`config.mk`:
```
export PLATFORM = sky130hd
export DESIGN_NAME = pc_gen
export DESIGN_NICKNAME = d
export VERILOG_FILES = /design/src/rtl/pc_gen.sv
export SDC_FILE = /design/constraint.sdc
export NUM_CORES = 1
export LEC_CHECK = 0
export ABC_CLOCK_PERIOD_IN_PS = 11700
export CAP_MARGIN = 15
export CORE_UTILIZATION = 37
export CTS_CLUSTER_SIZE = 14
export DETAILED_ROUTE_END_ITERATION = 8
export SLEW_MARGIN = 20
export SYNTH_ARGS = -nofsm -noshare
export SYNTH_HDL_FRONTEND = slang
export SYNTH_SLANG_ARGS = --single-unit
```
`constraint.sdc`:
```
create_clock -name clk -period 11.7 [get_ports clk]
set_input_delay 1.755 -clock clk [delete_from_list [all_inputs] [get_ports clk]]
set_output_delay 1.755 -clock clk [all_outputs]
set_load 0.01 [all_outputs]
```
`src/rtl/pc_gen.sv`:
```
// Fetch PC generator with a direct-mapped BTB and 2-bit saturating counters.
// Next-PC priority: reset, redirect, stall, BTB prediction, sequential.
module pc_gen #(
   parameter int          XLEN      = 32,
   parameter logic [31:0] RESET_PC  = 32'h0,
   parameter int          BTB_DEPTH = 16,
   parameter int          STALL_W   = 5
) (
   input  logic               clk,
   input  logic               rst,
   input  logic [STALL_W-1:0] stall_signal,
   input  logic               redirect_valid,
   input  logic [XLEN-1:0]    redirect_pc,
   input  logic               update_valid,
   input  logic [XLEN-1:0]    update_pc,
   input  logic [XLEN-1:0]    update_target,
   input  logic               update_taken,
   output logic [XLEN-1:0]    pc,
   output logic               pred_taken,
   output logic [XLEN-1:0]    pred_target
);

   localparam int IDX   = $clog2(BTB_DEPTH);
   localparam int TAG_W = XLEN - IDX - 2;

   logic              btb_valid  [BTB_DEPTH];
   logic [TAG_W-1:0]  btb_tag    [BTB_DEPTH];
   logic [XLEN-1:0]   btb_target [BTB_DEPTH];
   logic [1:0]        btb_ctr    [BTB_DEPTH];

   logic [IDX-1:0]    fetch_idx;
   logic [TAG_W-1:0]  fetch_tag;
   logic [IDX-1:0]    upd_idx;
   logic [TAG_W-1:0]  upd_tag;
   logic              upd_hit;
   logic [XLEN-1:0]   pc_next;
   logic              unused_bits;

   assign unused_bits = ^{stall_signal[STALL_W-1:1], update_pc[1:0]};

   // Lookup reads pre-update contents; there is no bypass from the update port.
   assign fetch_idx   = pc[IDX+1:2];
   assign fetch_tag   = pc[XLEN-1:IDX+2];
   assign pred_taken  = btb_valid[fetch_idx] && (btb_tag[fetch_idx] == fetch_tag)
                        && btb_ctr[fetch_idx][1];
   assign pred_target = btb_target[fetch_idx];

   assign upd_idx = update_pc[IDX+1:2];
   assign upd_tag = update_pc[XLEN-1:IDX+2];
   assign upd_hit = btb_valid[upd_idx] && (btb_tag[upd_idx] == upd_tag);

   always_comb begin
      pc_next = pc + XLEN'(4);
      if (redirect_valid)
         pc_next = redirect_pc;
      else if (stall_signal[0])
         pc_next = pc;
      else if (pred_taken)
         pc_next = pred_target;
   end

   always_ff @(posedge clk) begin
      if (rst)
         pc <= XLEN'(RESET_PC);
      else
         pc <= pc_next;
   end

   // Stall does not gate training; a taken miss replaces whatever occupies the slot.
   always_ff @(posedge clk) begin
      if (rst) begin
         for (int i = 0; i < BTB_DEPTH; i++) begin
            btb_valid[i] <= 1'b0;
            btb_ctr[i]   <= 2'd0;
         end
      end else if (update_valid) begin
         if (upd_hit) begin
            if (update_taken) begin
               btb_target[upd_idx] <= update_target;
               if (btb_ctr[upd_idx] != 2'd3)
                  btb_ctr[upd_idx] <= btb_ctr[upd_idx] + 2'd1;
            end else if (btb_ctr[upd_idx] != 2'd0) begin
               btb_ctr[upd_idx] <= btb_ctr[upd_idx] - 2'd1;
            end
         end else if (update_taken) begin
            btb_valid[upd_idx]  <= 1'b1;
            btb_tag[upd_idx]    <= upd_tag;
            btb_target[upd_idx] <= update_target;
            btb_ctr[upd_idx]    <= 2'd2;
         end
      end
   end

endmodule

```
; ---- Word-level counts from Yosys, hierarchy flattened
; Memory sizes are Yosys's and may differ from the RTL's. A register that Yosys moved wholly into a read port is not among the register bits.
; Index checks and enable logic that the tools add are counted.
[totals]
ff_bits = 32
ram_bits = 976
n_memories = 4
[memory_table]
columns = name, words, width, rd, rd_ports_with_merged_regs, write_ports, line_no
row1 = btb_target, 16, 32, 1, 1, 1, 28  ; logic [XLEN-1:0] btb_target [BTB_DEPTH];
row2 = btb_tag, 16, 26, 2, 1, 1, 27  ; logic [TAG_W-1:0] btb_tag [BTB_DEPTH];
row3 = btb_ctr, 16, 2, 2, 1, 16, 29  ; logic [1:0] btb_ctr [BTB_DEPTH];
row4 = btb_valid, 16, 1, 2, 1, 16, 26  ; logic btb_valid [BTB_DEPTH];
[op_classes]
add_sub_neg = 3
n_eq_ne = 4
muxes = 43
n_bitwise = 3
reduce_logical = 6
[ops]
columns = operator, n
row1 = $mux 32, 4
row2 = $eq 26x26->1, 2
row3 = $mux 4, 10
row4 = $add 32x3->32 const B, 1
row5 = $mux 1, 26
row6 = $mux 2, 3
row7 = $logic_and 1x1->1, 3
row8 = $or 1x1->1, 3
row9 = $add 2x1->2 const B, 1
row10 = $ne 2x1->1 const B, 1
row11 = $ne 2x2->1 const B, 1
row12 = $reduce_bool 2->1, 1
row13 = $reduce_or 2->1, 1
row14 = $sub 2x1->2 const B, 1
row15 = $reduce_or 1->1, 1

; ---- Depth between registers and ports, before layout
; An unclocked memory read counts as a cell.
[logic_depth]
ltp_word = 12
mapped_depth = 16
ltp_nobuf = 10

; ---- Worst setup path after synthesis
; Ideal clock, no wire load.
[synth_path]
path_type = input port to flip-flop
startpoint = input port update_pc[2]
endpoint = memory btb_tag[10][0] (netlist name), enable pin
t_arrival_ns = 5.661
setup_slack_ns = 5.597
stages = 13
n_path_buf = 5
cell_sequence = buf_6 -> buf_6 -> buf_6 -> buf_2 -> mux2_2 -> o32ai_1 -> nor3_1 -> a41o_1 -> nand4_1 -> or3_1 -> nand2_1 -> clkbuf_1 -> nor3_1
[synth_via]
elab_chain_len = 7
elab_cells_between_ends = 8
cone_classes = 1 x eq/ne / 4 x mux / 1 x reduce/logical / 2 x memory
[synth_rtl]
columns = item, line_no
row1 = start: declaration, 15  ; input logic [XLEN-1:0] update_pc,
row2 = $mem_v2 16x26, n/a
row3 = $eq 26x26->1, 50  ; assign upd_hit = btb_valid[upd_idx] && (btb_tag[upd_idx] == upd_tag);
row4 = $logic_and 1x1->1, 50
row5 = $mux 1, 77  ; if (upd_hit) begin
row6 = $mux 1, 76  ; end else if (update_valid) begin
row7 = $mux 1, 71  ; if (rst) begin
row8 = $mux 1 (not written as such), 87  ; btb_tag[upd_idx] <= upd_tag;
row9 = end: declaration, 27
; Several ways; a longest one is shown, not always the timed one.

==> out/metrics.csv <==
metric;value;unit
Cell Rows;127;
fraction of the mapped netlist area in adder cells;0.0280;%
clock latency at the later pin of the worst-skew pair;710;ps
crit-path max FO;47;
Slew headroom;20.3;%
initial core utilization;37.2;%
Seq pwr share;49.6;%
die area;122000;µm²
YS warnings;0;
GRT Resource Usage Total;21.6;%
drt drc;0;
register area share after synthesis;66.9;%
Psw;1.92;mW
most frequent cells in the layout;960 x edfxtp_1, 339 x mux4_2, 158 x clkdlybuf4s50_1, 147 x mux2i_1, 109 x clkbuf_16;
compound-gate portion of the synthesized area;4.53;%
Final Critical Period;8020;ps
post-synth top area cell;edfxtp_1;
IO buf count;164;
fill cell count;10494;
worst-case clock skew;55.9;ps
number of synthesized flops with an enable pin;960;
layout cell share with drive strength beyond 1;24.5;%
clock sinks;1012;
vias per cell;5.89;
hold crit path type;reg -> reg;
Clk Tree Root Cell;clkbuf_16;
largest cells by area after synthesis;edfxtp_1 65%, mux4_2 17%, mux2i_1 3.3%;
CTS resizes;0;
WP data arrival;6260;ps
Syn Inst Count;2423;
share of the synthesized area in the top cell type;64.6;%
syn_area_per_cell;18.4;µm²
Post-DP HPWL;79.3;mm
leak pwr;16.2;nW
clock buffer depth;3;
status;finished clean;
Final Power;8.17;mW
Die Height;349;µm
most common cell after layout, fill and taps aside;edfxtp_1;
Num CTS Buffers;106;
ys flop type;edfxtp_1;
FFs w/ async S/R, synth;0;%
Post-CTS Setup Inserts;0;
WP data required;9950;ps
Pre-antenna DRT Iters;6;
Clock power frac;41.1;%
Comb power frac;9.3;%
Core Region;120000;µm²
post-synthesis xor/xnor area fraction;1.37;%
Total Wirelength;132;mm
Sw Share;23.5;%
DR vias;25333;
multiplexer share of the synthesized area;20.9;%
Int Pwr;6.25;mW
CTS Hold Bufs;0;
Post-Synth Simple-Gate Area;3.98;%
Max Freq;125;MHz
final setup TNS;0;ps
max-slew violation count;0;
CTS tree;done;
Setup CP Type;reg -> out;
PwrDens;158;nW/µm²
crit path launch type;register;
nets;2701;
crit end category;primary output;
Worst-Margin Slew;1200;ps
IO Count;171;
final setup violation count;0;
vias in the first global route;26023;
VDD IR-drop max;0.000123;V
main combinational cell family by area after synthesis;multiplexers;
Post-Syn Nets;2530;
area grow syn2layout;15.8;%
hold slack;479;ps
gr ovfl total;0;
Tcrit/Tclk final;68.5;%
GPL Wtd Cong;0.860;
clock edge transition at the registers on the reported setup and hold paths;60;ps
number of DRC markers in iteration 0;3146;
post-route ant nets;0;
Synth cell types;79;
first-pass GRT wire length;189;mm
register bit total from synthesis;1012;
Syn Std Cell Area;44600;µm²
initial antenna violation count;8;
Post-Route Utilization;43.1;%
drt wl/cell;30.7;µm
count of final hold-check violations;0;
max-cap viol count;0;
pin count of the biggest net entering global routing;71;
Die W;349;µm
RSZ-0062 raised after global routing;false;
H-tree depth;3;
-- Yosys cell counts, types with 4 or more instances --
master / instances
buf_6: 11
and3_1: 14
or2_2: 7
o31a_1: 6
a21o_1: 7
a41oi_1: 8
nor3_1: 60
o32ai_1: 16
o21bai_1: 4
mux4_2: 339
nand2_1: 69
o211ai_1: 12
and2_1: 11
a31oi_1: 12
a22o_1: 14
o31ai_1: 5
nor2b_1: 9
dfxtp_1: 52
o22ai_1: 18
edfxtp_1: 960
a211oi_1: 6
or3_1: 8
inv_1: 37
xor2_1: 31
and4_1: 6
nand3_1: 25
nor4_1: 10
o21ai_0: 19
clkbuf_1: 76
mux2_2: 20
buf_4: 15
a31o_2: 9
a21oi_1: 42
xnor2_1: 39
mux2i_1: 147
nor2_1: 83
buf_2: 58
a22oi_1: 38
nand4_1: 14
nand2b_1: 14
a31o_1: 10
buf_1: 9
nor3b_1: 5
a221oi_1: 11
-- registers in the layout (all words and copies together) (netlist names), named ones only --
signal and flops:
btb_ctr 32, btb_tag 416, btb_target 512, btb_valid 16, pc 32
-- per-stage QoR --
step	std cells	instance area [µm²]	setup WS [ps]
2_1_floorplan	2423	44600	5600
3_3_place_gp	4098	48200	4730
3_5_place_dp	4098	48200	4640
4_1_cts	4298	51700	3860
5_1_grt	4299	51700	3690
6_report	4302	51700	3680
-- layout make-up --
class	count	area [µm²]	share of cell area [%]
antenna	4	10.0	0.0194
clock buffer	126	2800	5.42
timing repair buffer	233	2140	4.15
clock inverter	74	687	1.33
multi-input combinational	1202	14000	27.1
inverter	39	149	0.288
tap	1612	2020	3.90
sequential	1012	29900	57.8
-- power by group through the flow --
| stage | clock network [mW] | registers, mW | logic, mW |
|---|---|---|---|
| 2_1_floorplan | 0 | 4.09 | 0.466 |
| 3_3_place_gp | 0 | 4.12 | 0.752 |
| 3_5_place_dp | 0 | 4.13 | 0.760 |
| 4_1_cts | 3.40 | 4.05 | 0.764 |
| 5_1_grt | 3.53 | 4.06 | 0.807 |
| 6_report | 3.36 | 4.05 | 0.763 |
-- routing by layer --
layer | routed length, µm | up-vias | global-route usage (%)
met1 | 52900 | 13369 | 29.2
met5 | 48 | - | 0
met2 | 62400 | 1290 | 34.6
li1 | - | 10447 | -
met4 | 3750 | 6 | 6.41
met3 | 13100 | 221 | 5.31
-- cells by family after synthesis --
logic type	count (synthesis)
flops	1012
mux	506
simple gates	352
compound gates	273
buf+inv	209
xor+xnor	70
fa+ha+maj	1
-- critical path: stages, from the launching register on --
cell and delay [ps]:
dfxtp_4 1000, buf_4 740, mux4_2 610, mux2i_1 670
mux2i_1 280, xnor2_1 200, nand4_1 150, nor4_2 640
nand2_2 350, clkinv_2 290, clkdlybuf4s50_1 580
-- path summary, 6_finish.rpt --
| check | start | endpoint | slack (ps) | cells after the start |
|---|---|---|---|---|
| hold reg to reg | btb_valid[4]$_DFF_P_ | btb_valid[4]$_DFF_P_ | 480 | 2 |
| setup reg to reg | register | pc[16]$_SDFFE_PP0N_ | 6080 | 11 |
| hold / removal | btb_valid[4]$_DFF_P_ | btb_valid[4]$_DFF_P_ | 480 | 2 |
| setup / recovery | register | pred_taken | 3680 | 10 |
No activity file was read; power rests on OpenSTA's default activity.
